==> config.mk <==
export PLATFORM = sky130hd
export DESIGN_NAME = bp_be_fp_bypass_sb
export DESIGN_NICKNAME = d
export VERILOG_FILES = /design/src/rtl/bp_be_fp_bypass_sb.sv
export SDC_FILE = /design/constraint.sdc
export NUM_CORES = 1
export LEC_CHECK = 0
export BUFFER_PORTS_ARGS = -buffer_cell sky130_fd_sc_hd__buf_2
export CAP_MARGIN = 5
export CORE_ASPECT_RATIO = 1.1
export CORE_UTILIZATION = 50
export CTS_BUF_LIST = sky130_fd_sc_hd__clkbuf_4 sky130_fd_sc_hd__clkbuf_8
export DETAILED_ROUTE_END_ITERATION = 8
export PLACE_DENSITY_LB_ADDON = 0.12
export SLEW_MARGIN = 20
export SYNTH_ARGS = -nofsm -noshare
export SYNTH_HDL_FRONTEND = slang
export SYNTH_SLANG_ARGS = --single-unit
==> constraint.sdc <==
create_clock -name clk_i -period 6.55 [get_ports clk_i]
set_input_delay 0 -clock clk_i [delete_from_list [all_inputs] [get_ports clk_i]]
set_output_delay 0 -clock clk_i [all_outputs]
set_load 0.1 [all_outputs]
==> src/rtl/bp_be_fp_bypass_sb.sv <==
// FP operand bypass network with in-flight destination scoreboard.
// Forwards the youngest completed FP result to each source operand and stalls
// dispatch on RAW/WAW hazards against registers still in flight.
// Optional feature macro: BP_BE_FP_BYPASS_SB_PERF_EN adds a saturating stall counter.
module bp_be_fp_bypass_sb #(
   parameter int unsigned rs_els_p     = 3,
   parameter int unsigned stages_p     = 3,
   parameter int unsigned data_width_p = 64,
   parameter int unsigned addr_width_p = 5
) (
   input  logic                               clk_i,
   input  logic                               reset_i,
   input  logic                               dispatch_v_i,
   input  logic                               dispatch_rd_w_v_i,
   input  logic [addr_width_p-1:0]            dispatch_rd_addr_i,
   input  logic [rs_els_p-1:0]                rs_r_v_i,
   input  logic [rs_els_p*addr_width_p-1:0]   rs_addr_i,
   input  logic [rs_els_p*data_width_p-1:0]   rs_data_i,
   input  logic                               wb_v_i,
   input  logic [addr_width_p-1:0]            wb_rd_addr_i,
   input  logic [data_width_p-1:0]            wb_data_i,
   input  logic                               flush_i,
   output logic [rs_els_p*data_width_p-1:0]   bypass_rs_o,
   output logic                               stall_o,
   output logic                               dispatch_yumi_o,
   output logic                               wb_err_o
`ifdef BP_BE_FP_BYPASS_SB_PERF_EN
   ,output logic [31:0]                       stall_cnt_o
`endif
);

   localparam int unsigned regs_lp = 2 ** addr_width_p;

   logic [regs_lp-1:0]      pending_r, pending_n;
   logic [stages_p-1:0]     hist_v_r;
   logic [addr_width_p-1:0] hist_addr_r [stages_p];
   logic [data_width_p-1:0] hist_data_r [stages_p];
   logic [rs_els_p-1:0]     raw;
   logic                    waw;
   logic                    wb_err_n;

   // Operand select: oldest history entry first so younger matches overwrite it
   always_comb begin
      bypass_rs_o = rs_data_i;
      for (int i = 0; i < int'(rs_els_p); i++) begin
         if (rs_r_v_i[i]) begin
            for (int k = int'(stages_p) - 1; k >= 0; k--) begin
               if (hist_v_r[k] && (hist_addr_r[k] == rs_addr_i[i*addr_width_p +: addr_width_p]))
                  bypass_rs_o[i*data_width_p +: data_width_p] = hist_data_r[k];
            end
            if (wb_v_i && (wb_rd_addr_i == rs_addr_i[i*addr_width_p +: addr_width_p]))
               bypass_rs_o[i*data_width_p +: data_width_p] = wb_data_i;
         end
      end
   end

   // Hazard detection; a result arriving this cycle resolves its hazard immediately
   always_comb begin
      raw = '0;
      for (int i = 0; i < int'(rs_els_p); i++) begin
         raw[i] = rs_r_v_i[i]
                & pending_r[rs_addr_i[i*addr_width_p +: addr_width_p]]
                & ~(wb_v_i & (wb_rd_addr_i == rs_addr_i[i*addr_width_p +: addr_width_p]));
      end
      waw = dispatch_rd_w_v_i & pending_r[dispatch_rd_addr_i]
          & ~(wb_v_i & (wb_rd_addr_i == dispatch_rd_addr_i));
   end

   assign stall_o         = dispatch_v_i & ((|raw) | waw);
   assign dispatch_yumi_o = dispatch_v_i & ~stall_o;

   // Scoreboard next state: clear on writeback, set on accept (set wins), flush drops everything
   always_comb begin
      pending_n = pending_r;
      wb_err_n  = wb_err_o;
      if (wb_v_i) begin
         if (!pending_r[wb_rd_addr_i])
            wb_err_n = 1'b1;
         pending_n[wb_rd_addr_i] = 1'b0;
      end
      if (dispatch_yumi_o && dispatch_rd_w_v_i)
         pending_n[dispatch_rd_addr_i] = 1'b1;
      if (flush_i)
         pending_n = '0;
   end

   // Scoreboard and sticky error registers
   always_ff @(posedge clk_i or posedge reset_i) begin
      if (reset_i) begin
         pending_r <= '0;
         wb_err_o  <= 1'b0;
      end else begin
         pending_r <= pending_n;
         wb_err_o  <= wb_err_n;
      end
   end

   // Writeback history shift register covering regfile write latency
   always_ff @(posedge clk_i or posedge reset_i) begin
      if (reset_i) begin
         hist_v_r <= '0;
         for (int k = 0; k < int'(stages_p); k++) begin
            hist_addr_r[k] <= '0;
            hist_data_r[k] <= '0;
         end
      end else begin
         hist_v_r[0]    <= wb_v_i;
         hist_addr_r[0] <= wb_rd_addr_i;
         hist_data_r[0] <= wb_data_i;
         for (int k = 1; k < int'(stages_p); k++) begin
            hist_v_r[k]    <= hist_v_r[k-1];
            hist_addr_r[k] <= hist_addr_r[k-1];
            hist_data_r[k] <= hist_data_r[k-1];
         end
      end
   end

`ifdef BP_BE_FP_BYPASS_SB_PERF_EN
   // Saturating count of stalled cycles
   always_ff @(posedge clk_i or posedge reset_i) begin
      if (reset_i)
         stall_cnt_o <= '0;
      else if (stall_o && (stall_cnt_o != 32'hFFFF_FFFF))
         stall_cnt_o <= stall_cnt_o + 32'd1;
   end
`endif

endmodule

# Word level (Yosys, flattened, before mapping)
# Cells that the tools add are included.
# classes
mux,32
order_cmp,7
n_reduce_logical,17
bitwise_logic,24
n_eq_ne,13
# ops
cell,n
$mux W64,15
$mux W32,3
$eq A5 B5 Y1,13
$and A32 B32 Y32,1
$not A32 Y32,1
$or A32 B32 Y32,1
$lt A5 B6 Y1 const B,5
$bmux W1 S5,5
$logic_and A1 B1 Y1,15
$and A1 B1 Y1,14
$demux W1 S5,2
$ge A5 B1 Y1 const B,2
$mux W1,7
$not A1 Y1,6
$reduce_or A3 Y1,1
$reduce_and A2 Y1,1
$or A1 B1 Y1,1
# totals
output_inout_bits,195
reg_bits,243

# Depth between registers and ports, before layout
# Gate-level depths: netlist (run 1).
# logic_depth
depth_word,12
mapped_depth,10
ltp_nobuf,6

# Least setup slack after synthesis (run 1)
# OpenSTA, ideal clock, no wires.
# synth_path
kind,reg2out
from,register pending_r[23]
to,output dispatch_yumi_o
t_arrival_ns,3.410
slack_ns,3.140
stages_incl_launch_ff,8
path_cell_list,dfrtp_1 > mux4_2 > and3_1 > or4_1 > a32oi_1 > nand4_2 > buf_6 > nor2_1
# synth_between
elab_chain_len,9
# synth_lines
item,line_no,text
"start, declared",34,"logic [regs_lp-1:0] pending_r, pending_n;"
"start signal, assigned",93,pending_r <= pending_n;
$bmux W1 S5,62,& pending_r[rs_addr_i[i*addr_width_p +: addr_width_p]]
$mux W1 (not written as such),62,
$and A1 B1 Y1,62,
$and A1 B1 Y1,63,& ~(wb_v_i & (wb_rd_addr_i == rs_addr_i[i*addr_width_p +: addr_width_p]));
$reduce_or A3 Y1,69,assign stall_o = dispatch_v_i & ((|raw) | waw);
$or A1 B1 Y1 *,69,
$and A1 B1 Y1 *,69,
$not A1 Y1 *,70,assign dispatch_yumi_o = dispatch_v_i & ~stall_o;
$and A1 B1 Y1 *,70,
"end, declared",25,"output logic dispatch_yumi_o,"
# Every way passes the cells marked *; elsewhere a longest branch is shown, timed or not. The select of a mux whose other input is x is not followed.

# Worst setup path after layout (run 1)
# layout_path
from,register hist_addr_r[9] (netlist bit)
to,output bypass_rs_o[154]
# layout_between
elab_chain_len,6
# layout_lines
item,line_no,text
"start, declared",36,logic [addr_width_p-1:0] hist_addr_r [stages_p];
"start signal, assigned by index",112,hist_addr_r[k] <= hist_addr_r[k-1];
$eq A5 B5 Y1,48,if (hist_v_r[k] && (hist_addr_r[k] == rs_addr_i[i*addr_width_p +: addr_width_p]))
$logic_and A1 B1 Y1,48,
$mux W64 (2 in series),48,
$mux W64,51,if (wb_v_i && (wb_rd_addr_i == rs_addr_i[i*addr_width_p +: addr_width_p]))
$mux W64,46,if (rs_r_v_i[i]) begin
"end, declared",23,"output logic [rs_els_p*data_width_p-1:0] bypass_rs_o,"
# Every way passes these cells.

==> run metrics, run 1 <==
Initial DRC Count 2470; MaxCap Viol Count 0; Sink Count 243; Inserted Clock Buffers 46; met3 Use GR 0.109; initial antenna violation count 9; share of layout cells above drive strength 1 0.258; Synth Register Bits 243; largest net degree at the start of global routing 177; final hold vios 0; most common cell after layout, fill and taps aside buf_2; Synth Flop Type dfrtp_1; Initial Util 0.507; CP Class flip-flop to output pin; CP top delay family compound AO/OA/AOI/OAI gates; area grow syn2layout 22.7%; Peak Freq 0.227 GHz; DR pass1 iterations 6; number of buffers and inverters on the critical path 2; Period minus WS final 4.40 ns; vias per cell 6.84; clock root buffer master clkbuf_8; Mean Syn Cell Area 8.45 µm²; Yosys top cell area share 0.323; DR WL/cell 27.2 µm; final WL 86.0 mm; sequential-to-total area share from yosys stat 0.323; # rows 74; crit path cell chain xnor2_1 > nand4_1 > nor2_4 > buf_4 > a211oi_1 > o31ai_1 > a221o_1 > buf_2; GP Congestion 0.940; highest-count cells in the layout ignoring fill and taps 484 x buf_2, 255 x nand2_1, 243 x dfrtp_1; unrepaired setup endpoints after global routing no; setup bufs post-CTS 0; EDFF count, synth 0; synthesized area 18800 µm²; DIE AREA 38400 µm²; Die Y 206 µm; post-route cell area 23100 µm²; CTS tree done; Critical Path AT 4.40 ns; CP max stage delay 0.83 ns; setup_tns 0 ns; CP required 6.55 ns; H-tree depth 2; post-synth top area cell dfrtp_1; hpwl dp 52.5 mm; Placement Cell Area 21300 µm²; final setup fails 0; outcome finished clean; ys async rst share 1.00; GRT Overall Usage 0.437; Post-CTS Hold Buffers 81; final routed DRC violation total 0; syn_nets 2519; vias 21600; pwr/cell area 224 nW/µm²; post-CTS sizing 0; P_leak 10.2 nW; # nets final 2923; Slew HR 0.195; Post-DRT Antenna Nets 0; Top Usage Layer GRT met2; CP max-delay cell nor2_4; I/O Buffers 484; grt ovf 0; first-pass GRT wire length 129 mm; synth warn 0; met2 usage 0.678; CP Launch Type flip-flop; Final period util 0.672; Worst Path Max Fanout 34; latest clock arrival within the worst-skew pair 0.59 ns; clock skew 0.0254 ns; Worst Tran Pin Value 1.21 ns; CTS max path bufs 3; synth unique cells 43; Post-Syn Instances 2229; synth top area cells dfrtp_1 32%, a221o_1 9.9%, a211oi_1 7.7%; clock transition at the registers of the reported paths 0.06 ns; Chip Width 187 µm; Worst Setup End Kind output pin; Worst Hold Class input port to flip-flop; core area 37100 µm²; Max VDD drop 0.131 mV; max-slew violations 0; vias in the first global route 21000; IO Pins 485; M1 GR Usage 0.559
power by group:
part	internal [mW]	switching [mW]
Clock	0.948	0.703
Combinational	0.430	1.47
Sequential	1.57	0.0693
stage by stage:
| stage | utilization | power, mW | setup slack, ns | instances | hold slack (ns) |
|---|---|---|---|---|---|
| 6_report | 0.622 | 5.19 | 2.15 | 3159 | 0.0513 |
| 5_1_grt | 0.622 | 5.32 | 2.12 | 3158 | 0.0469 |
| 4_1_cts | 0.622 | 5.16 | 2.44 | 3158 | 0.0190 |
| 3_5_place_dp | 0.574 | 3.49 | 2.98 | 2998 | 0.156 |
| 3_3_place_gp | 0.574 | 3.48 | 3.04 | 2998 | 0.154 |
| 2_1_floorplan | - | 3.04 | 3.14 | 2229 | 0.0314 |
cells in the mapped netlist (all sizes together) (2+ instances only):
library cell  instances
a311o                 8
or4                   2
inv                  11
o2111ai               2
a211oi              192
nor2b               213
nor2                213
a22oi                 4
mux4                 32
nand3b               24
o21ai                53
buf                  31
and2                  4
nand4                 6
o31ai               186
nor3                  4
or2                   5
nand2               258
o22ai                 2
xnor2                25
nor4                 11
a221o               186
or3b                  3
dfrtp               243
clkbuf              210
nor3b                 6
a31oi                10
nand3                18
mux2i                28
xor2                 40
a21oi                 2
and3                191
worst register-to-register path: cells and delay by family, from the launching register on:
family | cells | cell delay [ns]
AO/OA/AOI/OAI | 2 | 0.55
buffers and inverters | 1 | 0.31
flip-flops | 1 | 0.48
multiplexers | 1 | 0.49
AND/OR/NAND/NOR | 3 | 0.86
worst paths after layout:
kind / start / cells after the start / to / slack (ns)
worst max register to register: pending_r[21] / 7 / pending_r[31] / 3.78
worst max-delay path: hist_addr_r[9] / 8 / bypass_rs_o[154] / 2.15
worst min-delay path: dispatch_rd_addr_i[2] / 5 / pending_r[14] / 0.05
min in group asynchronous: reset_i / 4 / hist_data_r[186] / 0.23
max in group asynchronous: reset_i / 5 / hist_data_r[144] / 4.70
worst min register to register: hist_data_r[129] / 0 / hist_data_r[65] / 0.42
final cells by class:
cell class	instances	area, µm²
diodes	1	2.50
clock buffers	73	905
clock inverters	6	82.6
fillers	3292	14000
inverters	11	45.0
multi-input cells	1734	11900
flip-flops and latches	243	6080
well taps	494	618
repair buffers	597	3490
state kept, by name, summed over array words and instances (netlist names):
| signal | flops |
|---|---|
| pending_r | 32 |
| wb_err_o | 1 |
| hist_v_r | 3 |
| hist_data_r | 192 |
| hist_addr_r | 15 |
metal layers:
| layer | vias to the layer above | share of wire |
|---|---|---|
| met1 | 10300 | 0.37 |
| met3 | 369 | 0.12 |
| met2 | 1765 | 0.45 |
| met5 | - | 0.00093 |
| met4 | 14 | 0.059 |
| li1 | 9174 | - |
cell families (layout without fill, tap and decap cells):
family	count (synthesis)	count (layout)	share of synthesized area
simple gates	961	961	0.258
compound gates	648	648	0.282
buf+inv	252	687	0.0532
flops	243	243	0.323
xor+xnor	65	65	0.0302
mux	60	60	0.0534
other cells	0	1	0
(Power assumes the default switching activity.)
==> run 2: changes to the inputs <==
Settings changed: CORE_AREA set to 2 2 187 189, CORE_ASPECT_RATIO 1.1 to unset, CORE_UTILIZATION 50 to unset, DIE_AREA set to 0 0 189 191.
Clock period 6.55 ns to 4.2 ns, I/O delays scaled along.
==> run metrics, run 2 (same netlist as run 1, synthesis figures left out) <==
outcome finished, violations left; violated checks hold timing; CP Launch Type flip-flop; Worst Setup End Kind output pin; setup bufs post-CTS 0; CP max-delay cell buf_4; # nets final 2935; Worst Hold Class input port to flip-flop; vias in the first global route 21900; final setup fails 0; Final period util 0.921; Critical Path AT 3.87 ns; P_leak 10.3 nW; Die Y 191 µm; DIE AREA 36100 µm²; max-slew violations 0; Placement Cell Area 21500 µm²; Initial Util 0.552; grt ovf 0; Max VDD drop 0.267 mV; MaxCap Viol Count 0; Period minus WS final 3.87 ns; CTS tree done; area of the multi-input gates 11900 µm²; pwr/cell area 346 nW/µm²; reg2reg start pending_r[23]; final hold vios 5; unrepaired setup endpoints after global routing no; GP Congestion 0.981; Slew HR 0.240; share of layout cells above drive strength 1 0.263; post-route cell area 23300 µm²; Tot Pwr 8.05 mW; crit path from hist_addr_r[2]; pre-CTS setup slack 1.18 ns; fin cells 3142; highest-count cells in the layout ignoring fill and taps 484 x buf_2, 255 x nand2_1, 243 x dfrtp_1; largest net degree at the start of global routing 151; final worst slack 0.330 ns; I/O Buffers 484; Peak Freq 0.258 GHz; Sequential Area 6080 µm²; HP Start dispatch_v_i; Post-DRT Antenna Nets 0; final WL 84.3 mm; area grow syn2layout 23.7%; CP max stage delay 0.72 ns; final core occ 0.683; initial antenna violation count 10; Fill cells 2862; Sink Count 243; vias 22000; CP Class flip-flop to output pin; vias per cell 7.01; DR WL/cell 26.8 µm; CP required 4.20 ns; GRT Overall Usage 0.455; clock transition at the registers of the reported paths 0.06 ns; CTS max path bufs 3; clock skew 0.0337 ns; post-CTS sizing 0; Largest register FFs 192; final routed DRC violation total 0; core area 34100 µm²; Worst Path Max Fanout 64; most common cell after layout, fill and taps aside buf_2; setup_tns 0 ns; Hold WS -0.0113 ns; DR pass1 iterations 9; Top Registers hist_data_r: 192 flops, pending_r: 32 flops, hist_addr_r: 15 flops; Chip Width 189 µm; clock root buffer master clkbuf_8; H-tree depth 2; Worst Tran Pin Value 1.14 ns; Biggest register hist_data_r; IO Pins 485; hpwl dp 52.0 mm; Inserted Clock Buffers 46; first-pass GRT wire length 127 mm; # rows 68; # placed instances 2974; latest clock arrival within the worst-skew pair 0.59 ns; crit path cell chain xor2_1 > nor4_2 > buf_4 > and3_1 > a211oi_1 > o31ai_1 > a221o_1 > buf_2; Initial DRC Count 2912
==> run 2: changes by cell type in the layout (fill, tap and decap cells not counted) <==
cell and delta:
clkinv_2 +4, diode_2 +8, buf_4 +5, dlygate4sd3_1 -3, buf_12 +10, clkbuf_8 +4
bufinv_16 -1, clkbuf_4 -5
==> run 2: critical path: cells and delay by family, from the launching register on <==
family / cells / cell delay (ns)
xor gates and xnor gates: 1 / 0.19
buffers and inverters: 2 / 1.16
AOI/OAI and AO/OA: 3 / 0.77
DFF: 1 / 0.42
and+or+nand+nor: 2 / 0.65
==> run 2: where the power goes <==
part | switching [mW] | internal, mW | leakage [nW]
clock | 1.10 | 1.45 | 0.531
sequential | 0.113 | 2.45 | 2.90
combinational | 2.26 | 0.677 | 6.92
==> run 2: cell type report <==
cell class / count / share of cell area
repair buffers: 609 / 0.159
clock buffers: 72 / 0.0396
inverters: 11 / 0.00193
multi-input cells: 1734 / 0.510
well taps: 455 / 0.0244
flip-flops and latches: 243 / 0.261
diodes: 9 / 0.000967
clock inverters: 9 / 0.00312
==> run 2: metal layers <==
metal | wire, µm | part of all wire | up-vias | GRT usage
met5 | 11 | 0.00013 | - | 0
met4 | 5750 | 0.068 | 2 | 0.304
li1 | - | - | 9225 | -
met2 | 37400 | 0.44 | 1922 | 0.701
met1 | 30100 | 0.36 | 10400 | 0.561
met3 | 11100 | 0.13 | 466 | 0.123
==> run 2: worst paths after layout <==
| kind | cells past startpoint | endpoint | slack [ns] |
|---|---|---|---|
| max | 8 | bypass_rs_o[12] | 0.33 |
| max reg2reg | 7 | pending_r[31] | 1.42 |
| max in group asynchronous | 5 | pending_r[27] | 2.84 |
| min in group asynchronous | 4 | hist_data_r[51] | 0.12 |
| min | 5 | pending_r[9] | -0.01 |
| min reg2reg | 0 | hist_v_r[2] | 0.41 |
==> run 2: repair_timing <==
action	4_1_cts	5_1_grt
hold buffers	77	1
endpoints found under the setup margin	0	0
hold endpoints to repair	276	1
